$ cat config.mk
export PLATFORM = sky130hd
export DESIGN_NAME = aes_wb_loader
export DESIGN_NICKNAME = d
export VERILOG_FILES = /design/src/rtl/aes_wb_loader.sv
export SDC_FILE = /design/constraint.sdc
export NUM_CORES = 1
export LEC_CHECK = 0
export CAP_MARGIN = 10
export CORE_ASPECT_RATIO = 0.7
export CORE_UTILIZATION = 53
export CTS_CLUSTER_SIZE = 24
export DETAILED_ROUTE_END_ITERATION = 8
export PLACE_DENSITY = 0.9
export SETUP_SLACK_MARGIN = 0.4
export SLEW_MARGIN = 5
export SYNTH_ARGS = -nofsm -noshare
export SYNTH_HDL_FRONTEND = slang
export SYNTH_SLANG_ARGS = --single-unit
$ cat constraint.sdc
create_clock -name clk -period 6.5 [get_ports clk]
set_clock_uncertainty 0.2 [all_clocks]
set_input_delay 0.65 -clock clk [delete_from_list [all_inputs] [get_ports clk]]
set_output_delay 0.65 -clock clk [all_outputs]
set_load 0.02 [all_outputs]
$ cat src/rtl/aes_wb_loader.sv
`default_nettype none
// ============================================================================
// Module   : aes_wb_loader
// Purpose  : Wishbone slave front end for the decrypt_aes128 core. Assembles
//            128-bit ciphertext and key registers from 32-bit bus writes,
//            sequences the core (one-cycle reset pulse, then a fixed-latency
//            run window), captures the plaintext into read-back registers and
//            pulses a completion interrupt.
// Ports    : clk, decReset_n      - clock, async active-low reset
//            wbs_*                - Wishbone slave (cyc/stb/we/sel/adr/dat, ack/dat)
//            core_in, core_key    - ciphertext / key to the core
//            core_rst             - active-high reset to the core
//            core_out             - plaintext from the core
//            irq                  - one-cycle completion pulse
// Revision : 1.0 - initial release
// ============================================================================
module aes_wb_loader #(
    parameter logic [31:0] BASE_ADDR   = 32'h3000_0000,
    parameter int          DEC_LATENCY = 12
) (
    input  logic         clk,
    input  logic         decReset_n,
    input  logic         wbs_cyc_i,
    input  logic         wbs_stb_i,
    input  logic         wbs_we_i,
    input  logic [3:0]   wbs_sel_i,
    input  logic [31:0]  wbs_adr_i,
    input  logic [31:0]  wbs_dat_i,
    output logic         wbs_ack_o,
    output logic [31:0]  wbs_dat_o,
    output logic [127:0] core_in,
    output logic [127:0] core_key,
    output logic         core_rst,
    input  logic [127:0] core_out,
    output logic         irq
);

    localparam int                 c_CNT_W    = $clog2(DEC_LATENCY + 1);
    localparam logic [c_CNT_W-1:0] c_CNT_LAST = c_CNT_W'(DEC_LATENCY - 1);
    localparam logic [5:0]         c_W_CTRL   = 6'd8;

    typedef enum logic [1:0] {
        S_IDLE = 2'd0,
        S_CRST = 2'd1,
        S_RUN  = 2'd2
    } state_t;

    state_t               r_state;
    state_t               w_state_next;
    logic [c_CNT_W-1:0]   r_cnt;
    logic [127:0]         r_cipher;
    logic [127:0]         r_key;
    logic [127:0]         r_result;
    logic                 r_done;
    logic                 r_start;
    logic                 r_ack;
    logic [31:0]          r_dat;

    logic                 w_busy;
    logic                 w_core_rst;
    logic                 w_irq;
    logic                 w_hit;
    logic                 w_acc;
    logic                 w_wr;
    logic                 w_start_wr;
    logic [5:0]           w_word;
    logic [31:0]          w_rdata;
    logic                 w_unused;

    // Byte addresses are word aligned; the low two bits carry no information.
    assign w_unused = ^wbs_adr_i[1:0];

    function automatic logic [31:0] f_merge(input logic [31:0] old_w,
                                            input logic [31:0] new_w,
                                            input logic [3:0]  sel);
        logic [31:0] v;
        v = old_w;
        for (int b = 0; b < 4; b++) begin
            if (sel[b]) v[8*b +: 8] = new_w[8*b +: 8];
        end
        return v;
    endfunction

    // ------------------------------------------------------------------------
    // Bus decode. An access is accepted only while ack is low, which forces
    // every access to take at least two cycles and ack to be a single pulse.
    // ------------------------------------------------------------------------
    assign w_hit      = (wbs_adr_i[31:8] == BASE_ADDR[31:8]);
    assign w_acc      = wbs_cyc_i & wbs_stb_i & w_hit & ~r_ack;
    assign w_wr       = w_acc & wbs_we_i;
    assign w_word     = wbs_adr_i[7:2];
    // A start seen while busy (including the completion cycle) is dropped.
    assign w_start_wr = w_wr & (w_word == c_W_CTRL) & wbs_sel_i[0] & wbs_dat_i[0] & ~w_busy;

    always_comb begin
        w_rdata = '0;
        case (w_word)
            6'd0:    w_rdata = r_cipher[127:96];
            6'd1:    w_rdata = r_cipher[95:64];
            6'd2:    w_rdata = r_cipher[63:32];
            6'd3:    w_rdata = r_cipher[31:0];
            6'd4:    w_rdata = r_key[127:96];
            6'd5:    w_rdata = r_key[95:64];
            6'd6:    w_rdata = r_key[63:32];
            6'd7:    w_rdata = r_key[31:0];
            6'd8:    w_rdata = {30'b0, r_done, w_busy};
            6'd9:    w_rdata = r_result[127:96];
            6'd10:   w_rdata = r_result[95:64];
            6'd11:   w_rdata = r_result[63:32];
            6'd12:   w_rdata = r_result[31:0];
            default: w_rdata = '0;
        endcase
    end

    always_ff @(posedge clk or negedge decReset_n) begin
        if (!decReset_n) begin
            r_ack   <= 1'b0;
            r_dat   <= '0;
            r_start <= 1'b0;
        end else begin
            r_ack   <= w_acc;
            r_dat   <= (w_acc && !wbs_we_i) ? w_rdata : 32'd0;
            r_start <= w_start_wr;
        end
    end

    // CIPHER / KEY words; writes while busy are acked but dropped so the core
    // inputs stay stable across a run.
    always_ff @(posedge clk or negedge decReset_n) begin
        if (!decReset_n) begin
            r_cipher <= '0;
            r_key    <= '0;
        end else if (w_wr && !w_busy) begin
            for (int i = 0; i < 4; i++) begin
                if (w_word == 6'(i))
                    r_cipher[127-32*i -: 32] <= f_merge(r_cipher[127-32*i -: 32], wbs_dat_i, wbs_sel_i);
                if (w_word == 6'(i + 4))
                    r_key[127-32*i -: 32] <= f_merge(r_key[127-32*i -: 32], wbs_dat_i, wbs_sel_i);
            end
        end
    end

    // ------------------------------------------------------------------------
    // Sequencer
    // ------------------------------------------------------------------------
    always_ff @(posedge clk or negedge decReset_n) begin
        if (!decReset_n) r_state <= S_IDLE;
        else             r_state <= w_state_next;
    end

    always_comb begin
        w_state_next = r_state;
        w_core_rst   = 1'b1;
        w_busy       = 1'b0;
        w_irq        = 1'b0;
        case (r_state)
            S_IDLE: begin
                if (r_start) w_state_next = S_CRST;
            end
            S_CRST: begin
                w_busy       = 1'b1;
                w_state_next = S_RUN;
            end
            S_RUN: begin
                w_core_rst = 1'b0;
                w_busy     = 1'b1;
                if (r_cnt == c_CNT_LAST) begin
                    w_irq        = 1'b1;
                    w_state_next = S_IDLE;
                end
            end
            default: w_state_next = S_IDLE;
        endcase
    end

    always_ff @(posedge clk or negedge decReset_n) begin
        if (!decReset_n) begin
            r_cnt    <= '0;
            r_done   <= 1'b0;
            r_result <= '0;
        end else begin
            if (r_state == S_CRST)      r_cnt <= '0;
            else if (r_state == S_RUN)  r_cnt <= r_cnt + 1'b1;

            if (r_state == S_IDLE && r_start) begin
                r_done <= 1'b0;
            end else if (w_irq) begin
                r_done   <= 1'b1;
                r_result <= core_out;
            end
        end
    end

    assign wbs_ack_o = r_ack;
    assign wbs_dat_o = r_dat;
    assign core_in   = r_cipher;
    assign core_key  = r_key;
    assign core_rst  = w_core_rst;
    assign irq       = w_irq;

endmodule
`default_nettype wire

# ---- Yosys cells after proc, flatten, opt, wreduce, memory -nomap -nowiden
# Index checks and enable logic that the tools add are counted.
dict set report classes {
  n_addsub 1
  mux 13
  reduce_logical 44
  n_bitwise 11
  eq_ne 18
}
# cell n
set ops {}
lappend ops {{case mux 32 bit (13 select lines)} 1}
lappend ops {{AND reduction 3 bit} 32}
lappend ops {{2-to-1 mux 32 bit} 1}
lappend ops {{equality test 6 x 4 -> 1 bit (second input constant)} 5}
lappend ops {{equality test 24 x 22 -> 1 bit (second input constant)} 1}
lappend ops {{equality test 6 x 3 -> 1 bit (second input constant)} 4}
lappend ops {{equality test 6 x 2 -> 1 bit (second input constant)} 2}
lappend ops {{AND 1 bit} 8}
lappend ops {{2-to-1 mux 4 bit} 2}
lappend ops {{equality test 6 x 1 -> 1 bit (second input constant)} 1}
lappend ops {{zero test 6 bit} 1}
lappend ops {{2-to-1 mux 1 bit} 6}
lappend ops {{case mux 2 bit (3 select lines)} 1}
lappend ops {{adder 4 x 1 -> 4 bit (second input constant)} 1}
lappend ops {{equality test 4 bit (second input constant)} 1}
lappend ops {{2-to-1 mux 2 bit} 2}
lappend ops {{inequality test 2 bit (second input constant)} 2}
lappend ops {{AND reduction 2 bit} 2}
lappend ops {{nonzero test 2 bit} 2}
lappend ops {{logical AND 1 bit} 3}
lappend ops {{NOT 1 bit} 3}
lappend ops {{equality test 2 x 1 -> 1 bit (second input constant)} 1}
lappend ops {{equality test 2 bit (second input constant)} 1}
lappend ops {{zero test 1 bit} 2}
lappend ops {{2 further kinds} 2}
dict set report totals {
  reg_bits 425
  elab_cells 126
  out_inout_bits 291
  input_bits 201
}

# ---- Depth between registers and ports, before layout
# Gate-level depths: netlist of run 1.
dict set report logic_depth {
  depth_word 8
  mapped_depth 7
  ltp_nobuf 6
}

# ---- Worst setup path after synthesis of run 1
# Ideal clock, no wire load.
dict set report synth_timing {
  path_kind {input to register}
  startpoint {input wbs_adr_i[16]}
  endpoint {register r_cipher[10] (netlist: core_in[10])}
  setup_ps 125
  arrival_time_ps 2411
  required_time_ps 6175
  stages 5
  setup_slack_ps 3764
  n_path_buf 1
  cell_sequence {nor4_1 -> nand4_2 -> buf_2 -> nor3_4 -> mux2_4}
}
dict set report synth_via {
  elab_chain_cells 6
}
# element line_no
set synth_rtl {}
lappend synth_rtl {{start, declared} 27} ;# input logic [31:0] wbs_adr_i,
lappend synth_rtl {{equality test 24 x 22 -> 1 bit} 88} ;# assign w_hit = (wbs_adr_i[31:8] == BASE_ADDR[31:8]);
lappend synth_rtl {{AND 1 bit (2 in series)} 89} ;# assign w_acc = wbs_cyc_i & wbs_stb_i & w_hit & ~r_ack;
lappend synth_rtl {{AND 1 bit} 90} ;# assign w_wr = w_acc & wbs_we_i;
lappend synth_rtl {{logical AND 1 bit} 133} ;# end else if (w_wr && !w_busy) begin
lappend synth_rtl {{AND reduction 3 bit (no source line)} --}
lappend synth_rtl {{end signal, assigned by index} 136} ;# r_cipher[127-32*i -: 32] <= f_merge(r_cipher[127-32*i -: 32], wbs_dat_i, wbs_sel_i);
lappend synth_rtl {{end, declared} 51} ;# logic [127:0] r_cipher;
# No other way between the ends.
# A chain may end at the register's enable or synchronous reset.

# ---- Worst setup path after layout of run 1
dict set report layout_timing {
  startpoint {input wbs_adr_i[4]}
  endpoint {register r_key[18] (netlist: core_key[18])}
}
dict set report layout_via {
  elab_chain_cells 2
}
# element line_no
set layout_rtl {}
lappend layout_rtl {{equality test 6 x 3 -> 1 bit} 137} ;# if (w_word == 6'(i + 4))
lappend layout_rtl {{AND reduction 3 bit (no source line)} --}
lappend layout_rtl {{end signal, assigned by index} 138} ;# r_key[127-32*i -: 32] <= f_merge(r_key[127-32*i -: 32], wbs_dat_i, wbs_sel_i);
lappend layout_rtl {{end, declared} 52} ;# logic [127:0] r_key;
# No other way between the ends.

==> results of run 1 <==
-- path summary, 6_finish.rpt --
path                                from             to  depth (start not counted)
setup / recovery            wbs_adr_i[4]   core_key[18]                          6
hold / removal                decReset_n  r_result[113]                          1
max in group asynchronous     decReset_n     core_in[8]                          2
hold reg to reg            r_result[118]  r_result[118]                          1
setup reg to reg                r_cnt[0]   r_result[27]                          6
min in group clk           r_result[118]  r_result[118]                          1
-- cell families (layout without fill, tap and decap cells) --
group,after synthesis,in the layout
AO/OA/AOI/OAI,167,167
adder cells (fa/ha/maj),5,5
buffers and inverters,75,585
flip-flops,425,425
multiplexers,488,488
other,0,13
AND/OR/NAND/NOR,117,117
-- per-layer routing --
metal / GRT usage / vias up / routed length [um]
met5: 0 / - / 9
li1: - / 5824 / -
met1: 0.487 / 7321 / 26900
met4: 0.138 / 2 / 2430
met3: 0.115 / 150 / 6850
met2: 0.540 / 696 / 30200
-- through the flow --
step,setup slack (ns),total power [mW]
after floorplan,3.76,2.88
after global placement,2.09,3.13
after detailed placement,2.05,3.14
after CTS,2.60,5.61
after global routing,2.48,5.75
final,2.47,5.58
-- registers in the layout (all words and copies together), names as in the netlist --
signal and count:
core_in 128, core_key 128, r_cnt 4, r_done 1, r_result 128, r_start 1
r_state 2, wbs_ack_o 1, wbs_dat_o 32
-- power breakdown --
part / switching (mW) / internal, mW / total [mW]
Clock: 1.05 / 1.44 / 2.48
Sequential: 0.0216 / 2.69 / 2.71
Combinational: 0.205 / 0.185 / 0.390
Total: 1.27 / 4.31 / 5.58
-- layout make-up --
cell class | instances | area (um2) | area share
flip-flops and latches | 425 | 10600 | 0.407
multi-input cells | 777 | 8420 | 0.322
repair buffers | 503 | 5030 | 0.193
clock buffers | 65 | 1240 | 0.0473
well taps | 480 | 601 | 0.0230
clock inverters | 11 | 153 | 0.00584
diodes | 13 | 32.5 | 0.00124
inverters | 6 | 22.5 | 0.000862
-- synth_stat cells, drive strengths merged (2+ instances only) --
cell / n
a221oi: 6
a22oi: 53
mux4: 42
nor2b: 6
and3b: 5
nand4: 5
nand2: 18
and2: 5
nor2: 6
a31oi: 10
o21ai: 11
o22ai: 2
nor4: 7
clkbuf: 42
a222oi: 2
nor4b: 2
dfrtp: 425
or4b: 2
mux2i: 19
mux2: 427
or4: 2
nand3: 10
a21oi: 36
a32oi: 2
a211o: 3
nand3b: 2
buf: 27
ha: 5
inv: 6
a41oi: 3
o22a: 2
and3: 6
a211oi: 9
a22o: 25
nor3: 38
-- worst register-to-register path: cells and delay by family, from the launching register on --
family                   cells  cell delay, ns
flip-flops                   1            0.41
AND/OR/NAND/NOR              3            1.20
multiplexers                 1            0.47
buffers and inverters        1            0.74
adder cells (fa/ha/maj)      1            0.22
==> results.json, run 1 <==
{
  "critical_path_required_ns": 6.72,
  "dr_total_vias": 14000,
  "finalCoreUtilization": 0.728,
  "io-pin-count": 492,
  "wl_per_cell_um": 29.1,
  "synth_area_leaders": "dfrtp_1 (55%), mux2_2 (23%), mux4_2 (4.9%), nor3_4 (2.7%), a22oi_1 (2.1%)",
  "final_antenna_net_count": 0,
  "design_area_um2": 26100,
  "path_clk_slew_ns": 0.06,
  "placed_area_um2": 24700,
  "drc_errors": 0,
  "syn_area_per_cell_um2": 15.1,
  "hold_violations": 0,
  "syn_inst": 1277,
  "ctsHoldBuffers": 0,
  "finalSetupTns_ns": 0,
  "grt_pass1_vias": 14800,
  "gr-total-overflow": 0,
  "synthSimpleGateAreaFrac": 0.0583,
  "synth_nets": 1483,
  "setup_viol": 0,
  "placementRows": 58,
  "power.density_nw_per_um2": 213,
  "root_buffer": "clkbuf_16",
  "die_h_um": 162,
  "grt_usage": 0.358,
  "final_cells": 2280,
  "max_freq_mhz": 248,
  "synth_top_family_by_area": "multiplexers",
  "path_max_fanout": 32,
  "finalCritPeriodShare": 0.620,
  "synth_edf_count": 0,
  "final_common_cell": "clkdlybuf4s50_1",
  "critPathArrivalTime_ns": 4.25,
  "ys_types": 48,
  "clk_latency_ns": 0.57,
  "finalWirelength_um": 66400,
  "peakVddDrop_mv": 0.194,
  "num-fill-cells": 2312,
  "synth_xor_area_frac": 0,
  "yosys_warnings": 0,
  "drive_gt1_frac": 0.329,
  "die_area_um2": 37200,
  "via_per_inst": 6.14,
  "fin_hold_ws_ns": 0.0444,
  "place_congestion": 0.904,
  "die_w_um": 230,
  "io_buffer_count": 489,
  "critical_path.slowest_cell": "clkdlybuf4s50_1",
  "max_cap_viol_count": 0,
  "synth-seq-area-share": 0.551,
  "synth_ff_type": "dfrtp_1",
  "cts_tree": "done",
  "initial_core_util": 0.537,
  "rsz0062_at_grt": "no",
  "synth_mux_area_frac": 0.311,
  "hp-class": "input pin to async pin",
  "cts_setup_buffers": 0,
  "setup.worst_path.class": "input pin to flip-flop",
  "antenna_found_initial": 10,
  "drt-pass1-iter-count": 5,
  "cts_buffers": 42,
  "post-place-cells": 2191,
  "synth_fa_ha_area_frac": 0.00324,
  "synth_compound_area_frac": 0.0612,
  "synth_top_area_share": 0.551,
  "cp_num_buf_inv": 2,
  "syn_to_final_growth_pct": 35.4,
  "maxSlewHeadroom": 0.248,
  "fin_crit_ns": 4.03,
  "clock_sinks": 425,
  "synthArstFlopShare": 1.00,
  "synthesis.area_um2": 19300,
  "h-tree-depth": 2,
  "worstSetupEndpointType": "flip-flop",
  "rrSetupSlack_ns": 3.13,
  "drtIter0Drc": 1208,
  "hpwl_um": 46000,
  "cpPeakStageDelay_ns": 1.06,
  "synth_top_area_cell": "dfrtp_1",
  "grt_pass1_wl_um": 98100,
  "grt_start_max_net_pins": 154,
  "synth-seq-cells": 425,
  "max-clock-path-buffers": 3,
  "cp-start-kind": "input pin",
  "cp_top_family": "simple AND/OR/NAND/NOR gates",
  "layout_common_cells": "clkdlybuf4s50_1 (486), dfrtp_1 (425), mux2_2 (401), a22oi_1 (53)",
  "worstPathCellList": "clkdlybuf4s50_1 > nor4b_4 > buf_4 > nand3_1 > nor3_4 > mux2_2",
  "slew_viol_final": 0,
  "core-area_um2": 35900,
  "cts_resized": 0,
  "worst_pin_slew_ns": 1.13,
  "status": "finished, final reports clean",
  "power_leakage_nw": 11.7,
  "nets": 1961
}
(Power assumes the default switching activity.)
==> inputs of run 2 (changes only) <==
--- a/config.mk
+++ b/config.mk
@@ -7,10 +7,10 @@
 export LEC_CHECK = 0
 export CAP_MARGIN = 10
 export CORE_ASPECT_RATIO = 0.7
-export CORE_UTILIZATION = 53
+export CORE_UTILIZATION = 45
 export CTS_CLUSTER_SIZE = 24
 export DETAILED_ROUTE_END_ITERATION = 8
-export PLACE_DENSITY = 0.9
+export PLACE_DENSITY = 0.81
 export SETUP_SLACK_MARGIN = 0.4
 export SLEW_MARGIN = 5
 export SYNTH_ARGS = -nofsm -noshare
==> constraint.sdc (replaced) <==
create_clock -name clk -period 3.6 [get_ports clk]
set_clock_uncertainty 0.2 [all_clocks]
set_input_delay 0.36 -clock clk [delete_from_list [all_inputs] [get_ports clk]]
set_output_delay 0.36 -clock clk [all_outputs]
set_load 0.02 [all_outputs]
==> run 2 against run 1 <==
Compared with the run above: die area rose by 18%; sequential power up 80%; flip-flop and latch count is the same; worst hold slack gained 0.16 ns.
==> results.json, run 2 (synthesized netlist as in run 1, its figures left out) <==
{
  "path_max_fanout": 4,
  "placementRows": 63,
  "grt_start_max_net_pins": 88,
  "place_congestion": 0.904,
  "initial_core_util": 0.456,
  "final_antenna_net_count": 0,
  "io-pin-count": 492,
  "cts_buffers": 43,
  "antenna_found_initial": 9,
  "core-area_um2": 42300,
  "worst_pin_slew_ns": 0.773,
  "power_leakage_nw": 12.1,
  "setup_viol": 0,
  "drc_errors": 0,
  "rsz0062_at_grt": "no",
  "hold_violations": 0,
  "die_h_um": 175,
  "drive_gt1_frac": 0.356,
  "ctsHoldBuffers": 1,
  "clock_sinks": 425,
  "via_per_inst": 5.79,
  "grt_usage": 0.309,
  "clk_latency_ns": 0.55,
  "fin_crit_ns": 2.89,
  "layout_common_cells": "clkdlybuf4s50_1 (486), dfrtp_1 (425), mux2_2 (401), buf_4 (68), a22oi_1 (53)",
  "power.density_nw_per_um2": 379,
  "placed_area_um2": 25400,
  "setup.worst_path.class": "flip-flop to output port",
  "grt_pass1_wl_um": 98700,
  "max_cap_viol_count": 0,
  "syn_to_final_growth_pct": 38.9,
  "cpPeakStageDelay_ns": 0.71,
  "maxSlewHeadroom": 0.481,
  "peakVddDrop_mv": 0.299,
  "finalCritPeriodShare": 0.803,
  "root_buffer": "clkbuf_16",
  "max-clock-path-buffers": 3,
  "drt-pass1-iter-count": 5,
  "worstPathCellList": "ha_1 > nor2b_1 > and3_1 > clkdlybuf4s50_1",
  "slew_viol_final": 0,
  "finalWirelength_um": 68000,
  "finalSetupTns_ns": 0,
  "status": "finished, final reports clean",
  "cts_resized": 0,
  "h-tree-depth": 2,
  "gr-total-overflow": 0,
  "critical_path.slowest_cell": "clkdlybuf4s50_1",
  "max_freq_mhz": 346,
  "grt_pass1_vias": 14900,
  "dr_total_vias": 14000,
  "die_w_um": 250,
  "io_buffer_count": 489,
  "path_clk_slew_ns": 0.06,
  "hpwl_um": 48300,
  "worstSetupEndpointType": "output port",
  "final_common_cell": "clkdlybuf4s50_1",
  "cts_tree": "done",
  "critical_path_required_ns": 3.04,
  "design_area_um2": 26800,
  "drtIter0Drc": 1064,
  "nets": 2027,
  "critPathArrivalTime_ns": 2.33,
  "wl_per_cell_um": 28.2,
  "hp-class": "input pin to flip-flop",
  "die_area_um2": 43700,
  "cp-start-kind": "flip-flop",
  "cts_setup_buffers": 0
}
## run 2: area by class of cell
class	count	area, um2
fill	3065	15500
sequential	425	10600
multi-input combinational	777	8420
timing repair buffer	568	5620
clock buffer	57	1210
tap	552	691
clock inverter	19	199
inverter	6	22.5
antenna	6	15.0
## run 2: critical path: cells and delay by family (launching register included)
| kind | cells | cell delay [ns] |
|---|---|---|
| adders and majority gates | 1 | 0.18 |
| buffers and inverters | 1 | 0.71 |
| DFF | 1 | 0.40 |
| and+or+nand+nor | 2 | 0.50 |
## run 2: where the power goes
group	leakage [nW]	internal [mW]	total, mW	switching [mW]
sequential	5.64	4.85	4.89	0.0380
clock	0.687	2.59	4.55	1.97
combinational	5.75	0.353	0.731	0.378
## run 2: path summary, 6_finish.rpt
kind / from / endpoint / slack (ns) / cells past startpoint
hold / removal: core_out[20] / r_result[20] / 0.20 / 2
max in group asynchronous: decReset_n / r_result[19] / 1.99 / 3
hold reg to reg: r_result[39] / r_result[39] / 0.30 / 1
min in group asynchronous: decReset_n / core_in[8] / 0.21 / 2
setup reg to reg: r_state[0] / core_key[34] / 0.81 / 7
setup / recovery: r_cnt[0] / irq / 0.71 / 4
## run 2: stage by stage
stage	instances	setup WS [ns]	utilization	hold WS, ns	power (mW)
3_5_place_dp	2327	0.437	0.600	0.230	5.70
6_report	2410	0.707	0.634	0.203	10.2
2_1_floorplan	1277	1.04	-	-0.136	5.20
3_3_place_gp	2327	0.458	0.600	0.219	5.68
4_1_cts	2404	0.697	0.633	0.195	10.2
5_1_grt	2409	0.615	0.633	0.204	10.5
## run 2: layer usage
metal	routed length, um	share of wire	GRT usage
met2	30500	0.45	0.468
met4	2530	0.037	0.119
met1	28300	0.42	0.413
met5	17	0.00025	0
met3	6610	0.097	0.102
